[src/rtl/id_ex_pipe_reg.sv]
// ID/EX pipeline register with load-use hazard detection and a saturating bubble counter.
// Priority per edge: flush bubble, then external stall hold, then load-use bubble, then capture.
module id_ex_pipe_reg #(
  parameter int unsigned DATA_W       = 64,
  parameter int unsigned BUBBLE_CNT_W = 32
) (
  input  logic                    clk,
  input  logic                    reset,
  input  logic                    id_valid,
  input  logic [DATA_W-1:0]       id_ReadData1,
  input  logic [DATA_W-1:0]       id_ReadData2,
  input  logic [DATA_W-1:0]       id_Immediate,
  input  logic [DATA_W-1:0]       id_PC,
  input  logic [10:0]             id_Opcode,
  input  logic [4:0]              id_Rn,
  input  logic [4:0]              id_Rm,
  input  logic [4:0]              id_Rd,
  input  logic [1:0]              id_ALUOp,
  input  logic                    id_ALUSrc,
  input  logic                    id_MemRead,
  input  logic                    id_MemWrite,
  input  logic                    id_MemtoReg,
  input  logic                    id_RegWrite,
  input  logic                    id_Branch,
  input  logic                    id_uses_Rm,
  input  logic                    stall,
  input  logic                    flush,
  output logic                    ex_valid,
  output logic [DATA_W-1:0]       ALUReadData1,
  output logic [DATA_W-1:0]       ALUReadData2,
  output logic [DATA_W-1:0]       Immediate,
  output logic [DATA_W-1:0]       PC,
  output logic [10:0]             Opcode,
  output logic [1:0]              ALUOp,
  output logic                    ALUSrc,
  output logic                    MemRead,
  output logic                    MemWrite,
  output logic                    MemtoReg,
  output logic                    RegWrite,
  output logic                    Branch,
  output logic [4:0]              ex_Rn,
  output logic [4:0]              ex_Rm,
  output logic [4:0]              ex_Rd,
  output logic                    hazard_stall,
  output logic [BUBBLE_CNT_W-1:0] bubble_count
);

  localparam logic [4:0]              Xzr    = 5'd31;
  localparam logic [BUBBLE_CNT_W-1:0] CntOne = BUBBLE_CNT_W'(1);

  logic                    ex_valid_q, ex_valid_d;
  logic [DATA_W-1:0]       rd1_q, rd1_d;
  logic [DATA_W-1:0]       rd2_q, rd2_d;
  logic [DATA_W-1:0]       imm_q, imm_d;
  logic [DATA_W-1:0]       pc_q, pc_d;
  logic [10:0]             opcode_q, opcode_d;
  logic [1:0]              alu_op_q, alu_op_d;
  logic                    alu_src_q, alu_src_d;
  logic                    mem_read_q, mem_read_d;
  logic                    mem_write_q, mem_write_d;
  logic                    mem_to_reg_q, mem_to_reg_d;
  logic                    reg_write_q, reg_write_d;
  logic                    branch_q, branch_d;
  logic [4:0]              rn_q, rn_d;
  logic [4:0]              rm_q, rm_d;
  logic [4:0]              rd_q, rd_d;
  logic [BUBBLE_CNT_W-1:0] bubble_cnt_q, bubble_cnt_d;

  logic load_use;
  logic load_bubble;

  always_comb begin
    load_use = ex_valid_q & mem_read_q & id_valid & (rd_q != Xzr) &
               ((rd_q == id_Rn) | (id_uses_Rm & (rd_q == id_Rm)));
    // Under stall/flush the EX entry is frozen or squashed, so no decode hold is requested.
    hazard_stall = load_use & ~flush & ~stall & ~reset;
    load_bubble  = flush | (~stall & load_use);
  end

  always_comb begin
    ex_valid_d   = ex_valid_q;
    rd1_d        = rd1_q;
    rd2_d        = rd2_q;
    imm_d        = imm_q;
    pc_d         = pc_q;
    opcode_d     = opcode_q;
    alu_op_d     = alu_op_q;
    alu_src_d    = alu_src_q;
    mem_read_d   = mem_read_q;
    mem_write_d  = mem_write_q;
    mem_to_reg_d = mem_to_reg_q;
    reg_write_d  = reg_write_q;
    branch_d     = branch_q;
    rn_d         = rn_q;
    rm_d         = rm_q;
    rd_d         = rd_q;
    bubble_cnt_d = bubble_cnt_q;

    if (load_bubble) begin
      ex_valid_d   = 1'b0;
      rd1_d        = '0;
      rd2_d        = '0;
      imm_d        = '0;
      pc_d         = '0;
      opcode_d     = '0;
      alu_op_d     = '0;
      alu_src_d    = 1'b0;
      mem_read_d   = 1'b0;
      mem_write_d  = 1'b0;
      mem_to_reg_d = 1'b0;
      reg_write_d  = 1'b0;
      branch_d     = 1'b0;
      rn_d         = '0;
      rm_d         = '0;
      rd_d         = '0;
      if (bubble_cnt_q != '1) begin
        bubble_cnt_d = bubble_cnt_q + CntOne;
      end
    end else if (!stall) begin
      ex_valid_d   = id_valid;
      rd1_d        = id_ReadData1;
      rd2_d        = id_ReadData2;
      imm_d        = id_Immediate;
      pc_d         = id_PC;
      opcode_d     = id_Opcode;
      alu_op_d     = id_ALUOp;
      alu_src_d    = id_ALUSrc;
      mem_read_d   = id_MemRead;
      mem_write_d  = id_MemWrite;
      mem_to_reg_d = id_MemtoReg;
      reg_write_d  = id_RegWrite;
      branch_d     = id_Branch;
      rn_d         = id_Rn;
      rm_d         = id_Rm;
      rd_d         = id_Rd;
    end
  end

  always_ff @(posedge clk or posedge reset) begin
    if (reset) begin
      ex_valid_q   <= 1'b0;
      rd1_q        <= '0;
      rd2_q        <= '0;
      imm_q        <= '0;
      pc_q         <= '0;
      opcode_q     <= '0;
      alu_op_q     <= '0;
      alu_src_q    <= 1'b0;
      mem_read_q   <= 1'b0;
      mem_write_q  <= 1'b0;
      mem_to_reg_q <= 1'b0;
      reg_write_q  <= 1'b0;
      branch_q     <= 1'b0;
      rn_q         <= '0;
      rm_q         <= '0;
      rd_q         <= '0;
      bubble_cnt_q <= '0;
    end else begin
      ex_valid_q   <= ex_valid_d;
      rd1_q        <= rd1_d;
      rd2_q        <= rd2_d;
      imm_q        <= imm_d;
      pc_q         <= pc_d;
      opcode_q     <= opcode_d;
      alu_op_q     <= alu_op_d;
      alu_src_q    <= alu_src_d;
      mem_read_q   <= mem_read_d;
      mem_write_q  <= mem_write_d;
      mem_to_reg_q <= mem_to_reg_d;
      reg_write_q  <= reg_write_d;
      branch_q     <= branch_d;
      rn_q         <= rn_d;
      rm_q         <= rm_d;
      rd_q         <= rd_d;
      bubble_cnt_q <= bubble_cnt_d;
    end
  end

  assign ex_valid     = ex_valid_q;
  assign ALUReadData1 = rd1_q;
  assign ALUReadData2 = rd2_q;
  assign Immediate    = imm_q;
  assign PC           = pc_q;
  assign Opcode       = opcode_q;
  assign ALUOp        = alu_op_q;
  assign ALUSrc       = alu_src_q;
  assign MemRead      = mem_read_q;
  assign MemWrite     = mem_write_q;
  assign MemtoReg     = mem_to_reg_q;
  assign RegWrite     = reg_write_q;
  assign Branch       = branch_q;
  assign ex_Rn        = rn_q;
  assign ex_Rm        = rm_q;
  assign ex_Rd        = rd_q;
  assign bubble_count = bubble_cnt_q;

endmodule

[config.mk]
export PLATFORM = sky130hd
export DESIGN_NAME = id_ex_pipe_reg
export DESIGN_NICKNAME = d
export VERILOG_FILES = /design/src/rtl/id_ex_pipe_reg.sv
export SDC_FILE = /design/constraint.sdc
export NUM_CORES = 1
export LEC_CHECK = 0
export BUFFER_PORTS_ARGS = -buffer_cell sky130_fd_sc_hd__clkbuf_2
export CAP_MARGIN = 20
export CORE_AREA = 10 10 236 238
export CTS_BUF_LIST = sky130_fd_sc_hd__clkbuf_2 sky130_fd_sc_hd__clkbuf_4 sky130_fd_sc_hd__clkbuf_8
export CTS_CLUSTER_DIAMETER = 30
export DETAILED_ROUTE_END_ITERATION = 6
export DIE_AREA = 0 0 246 248
export HOLD_SLACK_MARGIN = 0.12
export SETUP_SLACK_MARGIN = 0.02
export SLEW_MARGIN = 20
export SYNTH_ARGS = -nofsm -noshare
export SYNTH_HDL_FRONTEND = slang
export SYNTH_SLANG_ARGS = --single-unit
[constraint.sdc]
create_clock -name clk -period 24.6 [get_ports clk]
set_input_delay 0 -clock clk [delete_from_list [all_inputs] [get_ports clk]]
set_output_delay 0 -clock clk [all_outputs]
set_load 0.05 [all_outputs]
==> results of run 1 <==
-- through the flow --
step | utilization [%] | instances | setup WS [ns]
3_5_place_dp | 33.5 | 2352 | 20.78
3_3_place_gp | 33.5 | 2352 | 20.90
2_1_floorplan | - | 1112 | 15.66
-- logic make-up after synthesis --
logic type,synth area share [%]
adder cells (fa/ha/maj),0.0938
XOR/XNOR,2.63
multiplexers,21.9
buffers and inverters,2.34
flip-flops,60.6
AND/OR/NAND/NOR,11.7
AO/OA/AOI/OAI,0.638
==> run_results.csv, run 1 <==
group,metric,value,unit
status,status,"did not finish",
status,lastStage,"4_1_cts",
status,error,"[ERROR RSZ-0060] Max buffer count reached.",
clock_tree,cts_made_buffers,77,
synth,ys_seq_area_share,60.6,%
synth,synth_area,13300,µm²
die,die_x,246,µm
die,row_count,83,
clock_tree,cts_max_path_buffers,3,
synth,synth_common_cells,"dfrtp_1, nor2_1, mux2i_1",
synth,synth.avg_cell_area,12.0,µm²
synth,ys_async_sr_fraction,100,%
die,die_h,248,µm
synth,yosys-top-cells-area,"dfrtp_1, mux2i_1, nor2_1",
synth,yosysMostFrequentCell,"dfrtp_1",
synth,synth_warnings,0,
clock_tree,cts_hold_buf,499,
place,hpwl,34.2,mm
die,initial_core_util,26.1,%
synth,synth_nets,1409,
synth,synth_top_area_share,60.6,%
clock_tree,postCtsSetupBuffers,0,
place,gp_congestion,0.847,
place,portBuffers,619,
synth,synth_edf_count,0,
place,dpl_cell_area,17100,µm²
synth,synth.distinct_cells,36,
die,pin_count,620,
synth,ys_ff_latch,323,
synth,postSynthCellCount,1112,
synth,synth_largest_area_cell,"dfrtp_1",
clock_tree,cts-root-buf,"clkbuf_8",
clock_tree,htreeDepth,3,
clock_tree,ctsResizeCount,0,
clock_tree,clock-sinks,323,
synth,ys.flop_type,"dfrtp_1",
==> inputs of run 2 (changes only) <==
Settings changed: CORE_AREA 10 10 236 238 to 10 10 235 237, CTS_BUF_LIST sky130_fd_sc_hd__clkbuf_2 sky130_fd_sc_hd__clkbuf_4 sky130_fd_sc_hd__clkbuf_8 to default, CTS_CLUSTER_DIAMETER 30 to default, DIE_AREA 0 0 246 248 to 0 0 245 247, HOLD_SLACK_MARGIN 0.12 to default, PLACE_DENSITY_LB_ADDON from default to 0.15, SETUP_SLACK_MARGIN 0.02 to default.
==> run 2 against run 1 <==
Effect of this change: the flow now finishes, with violations (hold timing); area after synthesis did not move; synthesized cell count stayed put.
==> run_results.csv, run 2 <==
group,metric,value,unit
worst_hold_path,worstHoldStart,"stall",
worst_setup_path,critPathCaptureType,"register",
worst_setup_path,critical_path.reg2reg.startpoint,"ex_Rd[2]",
clock_tree,postCtsSetupBuffers,0,
synth,postSynthCellCount,1112,
pwr,p_leak,11.4,nW
synth,synth_common_cells,"dfrtp_1, nor2_1, mux2i_1",
worst_setup_path,rr_endpoint,"ALUReadData1[23]",
worst_setup_path,critPathMaxFanout,92,
timing,fin_crit,3.73,ns
worst_hold_path,holdPathEnd,"Immediate[21]",
global_route,grt_overflow,0,
worst_setup_path,start_kind,"register",
timing,hold_viol_final,5,
clock_tree,clock-sinks,323,
timing,final.period_utilization,15.2,%
synth,synth_edf_count,0,
die,row_count,83,
synth,synth.distinct_cells,36,
drt,ant_nets,0,
clock_tree,cts_tree,"built",
synth,ys_seq_area_share,60.6,%
status,status,"finished with violations",
worst_setup_path,ff2ff_path_depth,6,
drt,routed_wl,52.0,mm
final_layout,nets,2302,
timing,fmax,0.268,GHz
clock_tree,cts-root-buf,"clkbuf_16",
global_route,grt_pass1_wl,78.3,mm
worst_hold_path,hp-class,"primary input to register",
synth,synth.avg_cell_area,12.0,µm²
die,pin_count,620,
die,fp.coreArea,50700,µm²
synth,ys_ff_latch,323,
synth,synth_largest_area_cell,"dfrtp_1",
clock_tree,insertion_delay,0.54,ns
synth,synth_nets,1409,
final_layout,drive_gt1_share,34.4,%
timing,worst_pin_slew,1.07,ns
synth,yosysMostFrequentCell,"dfrtp_1",
flow_run,maxCapViolCount,0,
die,die_h,247,µm
global_route,grt_max_degree,129,
place,dpl_cell_area,17100,µm²
worst_setup_path,critPathRequiredTime,24.97,ns
final_layout,fill_cells,4973,
timing,final.setup.worst_slack,20.87,ns
clock_tree,clkSlewWorstSetupHoldPaths,0.06,ns
final_layout,syn_to_final_growth,59.8,%
pwr,peakVddDrop,0.0000372,V
drt,via_count,11600,
clock_tree,ctsResizeCount,0,
worst_setup_path,arrival,4.10,ns
synth,synth_top_area_share,60.6,%
global_route,track_usage,16.4,%
place,hpwl,37.6,mm
drt,via_per_inst,4.29,
worst_setup_path,critPathKind,"register to register",
worst_hold_path,min_path_cells,3,
synth,ys_async_sr_fraction,100,%
clock_tree,htreeDepth,2,
place,gp_congestion,0.811,
global_route,grt_pass1_vias,12900,
timing,finalSetupViolCount,0,
die,initial_core_util,26.3,%
drt,first_iter_violations,538,
pwr,p_per_area,69.3,nW/µm²
place,pre_cts_slack,20.88,ns
final_layout,final_cell_mix,"clkbuf_2, dfrtp_1, nor2_1",
die,die_x,245,µm
clock_tree,cts_max_path_buffers,3,
timing,hold-worst-slack,-0.0145,ns
drt,wire_per_inst,19.2,µm
die,dieArea,60500,µm²
synth,ys.flop_type,"dfrtp_1",
drt,drtPass1Iterations,4,
worst_setup_path,r2r_slack,20.87,ns
clock_tree,cts_made_buffers,39,
timing,drv_slew,0,
status,violations,"hold timing",
place,portBuffers,619,
drt,drc_errors,0,
timing,finClkSkew,0.0105,ns
global_route,grt_antenna_before_repair,3,
timing,finalSetupTns,0,ns
final_layout,final_common_cell,"clkbuf_2",
final_layout,fin_area,21300,µm²
synth,yosys-top-cells-area,"dfrtp_1, mux2i_1, nor2_1",
synth,synth_warnings,0,
timing,rsz0062_at_grt,"false",
synth,synth_area,13300,µm²
timing,slew-limit-headroom,28.8,%
[run 2: cell counts after synthesis]
Identical to the previous run, type by type.
[run 2: kinds of logic after synthesis]
logic type,count (synthesis),synth area share [%]
flops,323,60.6
xor+xnor,40,2.63
buf+inv,74,2.34
fa+ha+maj,1,0.0938
mux,292,21.9
compound gates,10,0.638
simple gates,372,11.7
[run 2: worst max-delay path: stages, from the launching register on]
cell,delay [ns]
dfrtp_1,0.45
and3_1,0.23
a31oi_1,0.50
a21o_4,0.44
buf_4,0.75
buf_4,0.86
nor2_1,0.14
[run 2: how the worst max path moves through the flow]
stage | endpoint | slack [ns] | from
final | ALUReadData1[23] | 20.87 | ex_Rd[2]
after detailed placement | ALUReadData1[37] | 20.88 | ex_Rd[4]
after CTS | ALUReadData1[21] | 20.86 | ex_Rd[4]
after global routing | ALUReadData1[5] | 20.56 | ex_Rd[4]
after global placement | ALUReadData1[3] | 20.97 | ex_Rd[4]
after floorplan | ALUOp[0] | 15.66 | reset
[run 2: through the flow]
step	util, %	std cells	power [mW]
after global placement	33.7	2351	0.872
after global routing	42.0	2711	1.54
after CTS	42.0	2710	1.50
after detailed placement	33.7	2351	0.873
final	42.0	2711	1.48
after floorplan	-	1112	0.781
[run 2: cell type report]
type,count,area [µm²],share of cell area [%]
Sequential cell,323,8080,37.9
Timing Repair Buffer,922,6130,28.8
Multi-Input combinational cell,715,4940,23.2
Clock buffer,54,1130,5.33
Tap cell,680,851,3.99
Clock inverter,12,139,0.652
Inverter,4,22.5,0.106
Antenna cell,1,2.50,0.0117
[run 2: power breakdown]
group          internal (mW)  leakage (nW)  switching [mW]
Clock                  0.352         0.634           0.226
Combinational          0.104          6.48           0.207
Sequential             0.564          4.28          0.0251
Total                   1.02          11.4           0.458
[run 2: timing repair]
action	CTS	global route
hold buffers	293	0
endpoints found under the hold margin	419	0
endpoints found under the setup margin	0	0
[run 2: layer usage]
layer	routed length [µm]	vias up	GRT usage [%]
met5	23	-	0
met3	3430	97	4.52
li1	-	5509	-
met1	19900	5629	18.1
met4	1620	4	6.30
met2	27100	401	29.6
(Power assumes the default switching activity.)
